[src/rtl/tmds_channel_decoder.sv]
// One TMDS receive lane: finds symbol alignment by bit-slipping until control
// tokens repeat at one offset, then decodes each aligned symbol to data or control.
module tmds_channel_decoder #(
  parameter int LOCK_COUNT     = 8,
  parameter int SEARCH_TIMEOUT = 1024,
  parameter int LOSS_TIMEOUT   = 4096
) (
  input  logic       clock,
  input  logic       reset,
  input  logic [9:0] rawWord,
  output logic [7:0] dataOut,
  output logic [1:0] ctrlOut,
  output logic       dataEnable,
  output logic       locked,
  output logic [3:0] bitSlipOffset
);

  localparam int IDLE_MAX = (SEARCH_TIMEOUT > LOSS_TIMEOUT) ? SEARCH_TIMEOUT : LOSS_TIMEOUT;
  localparam int RUN_W    = $clog2(LOCK_COUNT + 1);
  localparam int IDLE_W   = $clog2(IDLE_MAX + 1);

  localparam logic [RUN_W-1:0]  RUN_LIMIT    = RUN_W'(LOCK_COUNT);
  localparam logic [RUN_W-1:0]  RUN_ONE      = RUN_W'(1);
  localparam logic [RUN_W-1:0]  RUN_ZERO     = RUN_W'(0);
  localparam logic [RUN_W-1:0]  RUN_FULL     = {RUN_W{1'b1}};
  localparam logic [IDLE_W-1:0] SEARCH_LIMIT = IDLE_W'(SEARCH_TIMEOUT);
  localparam logic [IDLE_W-1:0] LOSS_LIMIT   = IDLE_W'(LOSS_TIMEOUT);
  localparam logic [IDLE_W-1:0] IDLE_ONE     = IDLE_W'(1);
  localparam logic [IDLE_W-1:0] IDLE_ZERO    = IDLE_W'(0);
  localparam logic [IDLE_W-1:0] IDLE_FULL    = {IDLE_W{1'b1}};

  localparam logic [1:0] ST_SEARCH = 2'd0;
  localparam logic [1:0] ST_VERIFY = 2'd1;
  localparam logic [1:0] ST_LOCKED = 2'd2;

  // Returns {hit, C1, C0} for the four control tokens.
  function automatic logic [2:0] token_match(input logic [9:0] q);
    logic [2:0] res;
    case (q)
      10'h354: res = 3'b100;
      10'h0AB: res = 3'b101;
      10'h154: res = 3'b110;
      10'h2AB: res = 3'b111;
      default: res = 3'b000;
    endcase
    return res;
  endfunction

  function automatic logic [7:0] tmds_decode(input logic [9:0] q);
    logic [7:0] d_inv;
    logic [7:0] d;
    d_inv = q[9] ? ~q[7:0] : q[7:0];
    d[0]  = d_inv[0];
    for (int i = 1; i < 8; i++) begin
      d[i] = q[8] ? (d_inv[i] ^ d_inv[i-1]) : ~(d_inv[i] ^ d_inv[i-1]);
    end
    return d;
  endfunction

  logic [9:0]        r_prev_word;
  logic [9:0]        r_aligned;
  logic [1:0]        r_state;
  logic [RUN_W-1:0]  r_run;
  logic [IDLE_W-1:0] r_idle;
  logic [3:0]        r_offset;
  logic [7:0]        r_data;
  logic [1:0]        r_ctrl;
  logic              r_en;
  logic              r_locked;

  logic [19:0]       w_window;
  logic [19:0]       w_shifted;
  logic [9:0]        w_aligned;
  logic [2:0]        w_token;
  logic              w_hit;
  logic [RUN_W-1:0]  w_run_inc;
  logic [IDLE_W-1:0] w_idle_inc;
  logic [1:0]        w_state_nxt;
  logic [RUN_W-1:0]  w_run_nxt;
  logic [IDLE_W-1:0] w_idle_nxt;
  logic [3:0]        w_offset_nxt;
  logic              w_lock_nxt;
  logic [7:0]        w_data_nxt;
  logic [1:0]        w_ctrl_nxt;
  logic              w_en_nxt;

  assign w_window   = {rawWord, r_prev_word};
  assign w_shifted  = w_window >> r_offset;
  assign w_aligned  = w_shifted[9:0];
  assign w_token    = token_match(r_aligned);
  assign w_hit      = w_token[2];
  assign w_run_inc  = (r_run == RUN_FULL) ? r_run : r_run + RUN_ONE;
  assign w_idle_inc = (r_idle == IDLE_FULL) ? r_idle : r_idle + IDLE_ONE;

  // Alignment search / verify / lock-tracking decisions on the stage-1 symbol.
  always_comb begin
    w_state_nxt  = r_state;
    w_run_nxt    = r_run;
    w_idle_nxt   = r_idle;
    w_offset_nxt = r_offset;
    case (r_state)
      ST_SEARCH: begin
        if (w_hit) begin
          w_state_nxt = (RUN_ONE >= RUN_LIMIT) ? ST_LOCKED : ST_VERIFY;
          w_run_nxt   = RUN_ONE;
          w_idle_nxt  = IDLE_ZERO;
        end else if (w_idle_inc >= SEARCH_LIMIT) begin
          w_offset_nxt = (r_offset == 4'd9) ? 4'd0 : r_offset + 4'd1;
          w_idle_nxt   = IDLE_ZERO;
        end else begin
          w_idle_nxt = w_idle_inc;
        end
      end
      ST_VERIFY: begin
        if (w_hit) begin
          w_run_nxt   = w_run_inc;
          w_state_nxt = (w_run_inc >= RUN_LIMIT) ? ST_LOCKED : ST_VERIFY;
        end else begin
          w_state_nxt = ST_SEARCH;
          w_run_nxt   = RUN_ZERO;
          w_idle_nxt  = IDLE_ZERO;
        end
      end
      ST_LOCKED: begin
        if (w_hit) begin
          w_idle_nxt = IDLE_ZERO;
        end else if (w_idle_inc >= LOSS_LIMIT) begin
          w_state_nxt = ST_SEARCH;
          w_run_nxt   = RUN_ZERO;
          w_idle_nxt  = IDLE_ZERO;
        end else begin
          w_idle_nxt = w_idle_inc;
        end
      end
      default: begin
        w_state_nxt = ST_SEARCH;
        w_run_nxt   = RUN_ZERO;
        w_idle_nxt  = IDLE_ZERO;
      end
    endcase
  end

  // Output selection uses the next lock state so lock and its first symbol coincide.
  always_comb begin
    w_lock_nxt = (w_state_nxt == ST_LOCKED);
    w_data_nxt = 8'h00;
    w_ctrl_nxt = 2'b00;
    w_en_nxt   = 1'b0;
    if (!w_lock_nxt) begin
      w_en_nxt = 1'b0;
    end else if (w_hit) begin
      w_ctrl_nxt = w_token[1:0];
    end else begin
      w_en_nxt   = 1'b1;
      w_data_nxt = tmds_decode(r_aligned);
      w_ctrl_nxt = r_ctrl;
    end
  end

  // Window capture, stage-1 alignment, control state and stage-2 outputs.
  always_ff @(posedge clock) begin
    if (reset) begin
      r_prev_word <= 10'd0;
      r_aligned   <= 10'd0;
      r_state     <= ST_SEARCH;
      r_run       <= RUN_ZERO;
      r_idle      <= IDLE_ZERO;
      r_offset    <= 4'd0;
      r_data      <= 8'h00;
      r_ctrl      <= 2'b00;
      r_en        <= 1'b0;
      r_locked    <= 1'b0;
    end else begin
      r_prev_word <= rawWord;
      r_aligned   <= w_aligned;
      r_state     <= w_state_nxt;
      r_run       <= w_run_nxt;
      r_idle      <= w_idle_nxt;
      r_offset    <= w_offset_nxt;
      r_data      <= w_data_nxt;
      r_ctrl      <= w_ctrl_nxt;
      r_en        <= w_en_nxt;
      r_locked    <= w_lock_nxt;
    end
  end

  assign dataOut       = r_data;
  assign ctrlOut       = r_ctrl;
  assign dataEnable    = r_en;
  assign locked        = r_locked;
  assign bitSlipOffset = r_offset;

endmodule

[config.mk]
export PLATFORM = sky130hd
export DESIGN_NAME = tmds_channel_decoder
export DESIGN_NICKNAME = d
export VERILOG_FILES = /design/src/rtl/tmds_channel_decoder.sv
export SDC_FILE = /design/constraint.sdc
export NUM_CORES = 1
export LEC_CHECK = 0
export ABC_AREA = 1
export CAP_MARGIN = 20
export CELL_PAD_IN_SITES_DETAIL_PLACEMENT = 1
export CELL_PAD_IN_SITES_GLOBAL_PLACEMENT = 2
export CORE_MARGIN = 4
export CORE_UTILIZATION = 32
export DETAILED_ROUTE_END_ITERATION = 16
export GPL_ROUTABILITY_DRIVEN = 0
export PLACE_DENSITY = 0.82
export SETUP_SLACK_MARGIN = 0.05
export SYNTH_ARGS = -nofsm -noshare
export SYNTH_HDL_FRONTEND = slang
export SYNTH_SLANG_ARGS = --single-unit
export TNS_END_PERCENT = 30
[constraint.sdc]
create_clock -name clock -period 1.95 [get_ports clock]
set_input_delay 0.195 -clock clock [delete_from_list [all_inputs] [get_ports clock]]
set_output_delay 0.195 -clock clock [all_outputs]
set_load 0.05 [all_outputs]
==> results.py <==
metrics = {
    "status": {
        "status": "finished, final reports clean",
    },
    "power": {
        "cellPowerDensity_mw_per_mm2": 525,
        "vdd_drop_max_mv": 0.274,
        "leakagePower_nw": 1.64,
    },
    "clocking": {
        "clkSlewWorstSetupHoldPaths_ns": 0.11,
        "cts_made_buffers": 5,
        "cts_tree": "yes",
        "clock_sinks": 55,
        "cts_buffer_depth": 2,
        "cts_root_buffer": "clkbuf_8",
        "hold_buffers": 0,
        "clk_latency_ns": 0.31,
        "cts_max_level": 2,
    },
    "global_routing": {
        "grt.total_usage": 0.156,
        "grt_max_degree": 35,
        "grt_pass1_vias": 3089,
        "overflow": 0,
        "grt_pass1_wl_um": 14900,
        "grt_antenna_before_repair": 0,
    },
    "floorplanning": {
        "initial_core_util": 0.329,
        "die_h_um": 108,
        "core.rowCount": 36,
        "chipWidth_um": 108,
        "die_area_mm2": 0.0118,
        "core_area_mm2": 0.00982,
        "io_pins": 28,
    },
    "sta": {
        "fmax_mhz": 556,
        "post-route-period-util": 0.923,
        "tightest_slew_ns": 0.499,
        "max-slew-margin-rel": 0.666,
        "finalHoldViolCount": 0,
        "drv_slew": 0,
        "finalSetupTns_ns": 0,
        "min_period_ns": 1.80,
        "clock_skew_ns": 0.00594,
        "setup_viol": 0,
        "rsz0062_at_grt": "yes",
    },
    "synthesis": {
        "synth_area_mm2": 0.00323,
        "synth.top_cell.area_share": 0.341,
        "synth_cell_types": 39,
        "syn_avg_cell_area_um2": 6.74,
        "seq_area_frac_synth": 0.341,
        "synth_area_leaders": "dfxtp_1 34%, nand2_1 15%, inv_1 6.4%",
        "ys_ff_latch": 55,
        "synthCells": 479,
        "synth_top_area_cell": "dfxtp_1",
        "synth_nets": 495,
        "synth_warnings": 0,
        "async_reset_ff_frac": 0,
        "synth_edf_count": 0,
        "synth_flop_cell": "dfxtp_1",
    },
    "setup_path": {
        "critical_path.top_delay_family": "buffers and inverters",
        "path_cells": "clkdlybuf4s50_1",
        "worstPathRequired_ns": 1.75,
        "cp_num_buf_inv": 1,
        "worst-setup-path-type": "reg -> out",
        "arrival_ns": 1.60,
        "crit_path_max_fanout": 5,
        "start_kind": "register",
        "cpMaxStageDelayCell": "clkdlybuf4s50_1",
        "cpPeakStageDelay_ns": 0.84,
        "cp-end-kind": "output port",
    },
    "route": {
        "drtPass1Iterations": 4,
        "wl_met2_um": 3950,
        "wl_met1_um": 4480,
        "initialDrtViolationCount": 117,
        "topRoutingLayerUsed": "met4",
        "wl_met3_um": 214,
        "via_per_inst": 4.77,
        "num_vias": 3086,
        "avgRoutedWirePerCell_um": 13.4,
        "drt-total-wl_um": 8680,
        "ant_nets": 0,
        "route.detailed.drc": 0,
    },
    "final_layout": {
        "layout.cells.most_common": "nand2_1",
        "area_growth_pct": 19.4,
        "final_util": 0.392,
        "fin_cells": 647,
        "diodes": 0,
        "most-common-layout-cells": "122 x nand2_1, 54 x inv_1, 52 x dfxtp_1",
        "fin_area_mm2": 0.00385,
        "drive_above_1_share": 0.152,
        "fin_nets": 529,
    },
    "hold_path": {
        "hp-class": "in -> reg",
    },
    "place": {
        "placed_cells": 637,
        "port_buffers": 27,
        "dpl_cell_area_mm2": 0.00371,
        "dp_hpwl_um": 6860,
    },
    "job": {
        "cap_violations": 0,
    },
}
tightest hold or removal path, stage by stage:
cell,delay [ns]
clkdlybuf4s50_1,0.39
inv_1,0.09
nor2_1,0.04
cells by family (layout without fill, tap and decap cells):
| kind of cell | after synthesis | in the layout | share of synthesized area |
|---|---|---|---|
| AO/OA/AOI/OAI | 85 | 85 | 0.158 |
| XOR/XNOR | 11 | 11 | 0.0299 |
| adder cells (fa/ha/maj) | 4 | 4 | 0.0155 |
| buffers and inverters | 78 | 113 | 0.0977 |
| flip-flops | 55 | 55 | 0.341 |
| multiplexers | 8 | 8 | 0.0248 |
| AND/OR/NAND/NOR | 238 | 238 | 0.333 |
final cells by class:
| cell class | instances | area, um^2 |
|---|---|---|
| clock buffer | 5 | 68.8 |
| clock inverter | 3 | 28.8 |
| fill | 1299 | 5970 |
| inverter | 61 | 229 |
| multi-input combinational | 346 | 1840 |
| sequential | 55 | 1100 |
| tap | 133 | 166 |
| timing repair buffer | 44 | 415 |
cell usage after synthesis (4+ instances only):
library cell / n
nand2_1: 125
dfxtp_1: 55
inv_1: 55
nor2_1: 45
nand3_1: 30
o21ai_0: 28
a21oi_1: 26
nor2_2: 10
a31oi_1: 8
mux2i_1: 8
clkbuf_1: 7
xor2_1: 7
buf_2: 6
inv_2: 6
nor3_1: 6
or2_2: 5
a21oi_2: 4
ha_1: 4
xnor2_1: 4
final timing paths:
| kind | slack [ns] | end | depth (start not counted) | startpoint |
|---|---|---|---|---|
| hold / removal | 0.44 | r_prev_word[0] | 3 | rawWord[0] |
| setup reg to reg | 0.20 | r_idle[8] | 10 | r_aligned[0] |
| setup / recovery | 0.15 | bitSlipOffset[3] | 1 | bitSlipOffset[3] |
| hold reg to reg | 0.49 | r_idle[1] | 2 | r_idle[1] |
stage by stage:
| stage | hold WS [ns] | setup WS, ns | total power [W] |
|---|---|---|---|
| 2_1_floorplan | 0.317 | 0.165 | 0.00130 |
| 3_3_place_gp | 0.474 | 0.154 | 0.00137 |
| 3_5_place_dp | 0.486 | 0.00603 | 0.00137 |
| 4_1_cts | 0.435 | 0.120 | 0.00205 |
| 5_1_grt | 0.449 | 0.0401 | 0.00213 |
| 6_report | 0.443 | 0.150 | 0.00202 |
per-layer routing:
| metal | vias up | track usage |
|---|---|---|
| met5 | - | 0 |
| met4 | 0 | 0.0243 |
| met3 | 2 | 0.0269 |
| met2 | 34 | 0.254 |
| met1 | 1446 | 0.220 |
| li1 | 1604 | - |
flip-flops by register name, indices dropped and copies added, names as in the netlist:
name / cells
locked: 1
r_prev_word: 10
dataEnable: 1
bitSlipOffset: 4
ctrlOut: 2
r_aligned: 10
r_run: 4
dataOut: 8
r_idle: 13
r_state: 2
what timing repair did:
action / CTS / global route
endpoints found under the setup margin: 2 / 20
pin swaps: 0 / 4
setup buffers: 0 / 2
gates resized for setup: 1 / 10
where the power goes:
part	switching [W]	internal (W)	leakage [nW]
sequential	0.0000202	0.00115	0.449
clock	0.000411	0.000267	0.0502
combinational	0.0000988	0.0000770	1.14
total	0.000529	0.00149	1.64
Power figures use the tool's default switching activity.
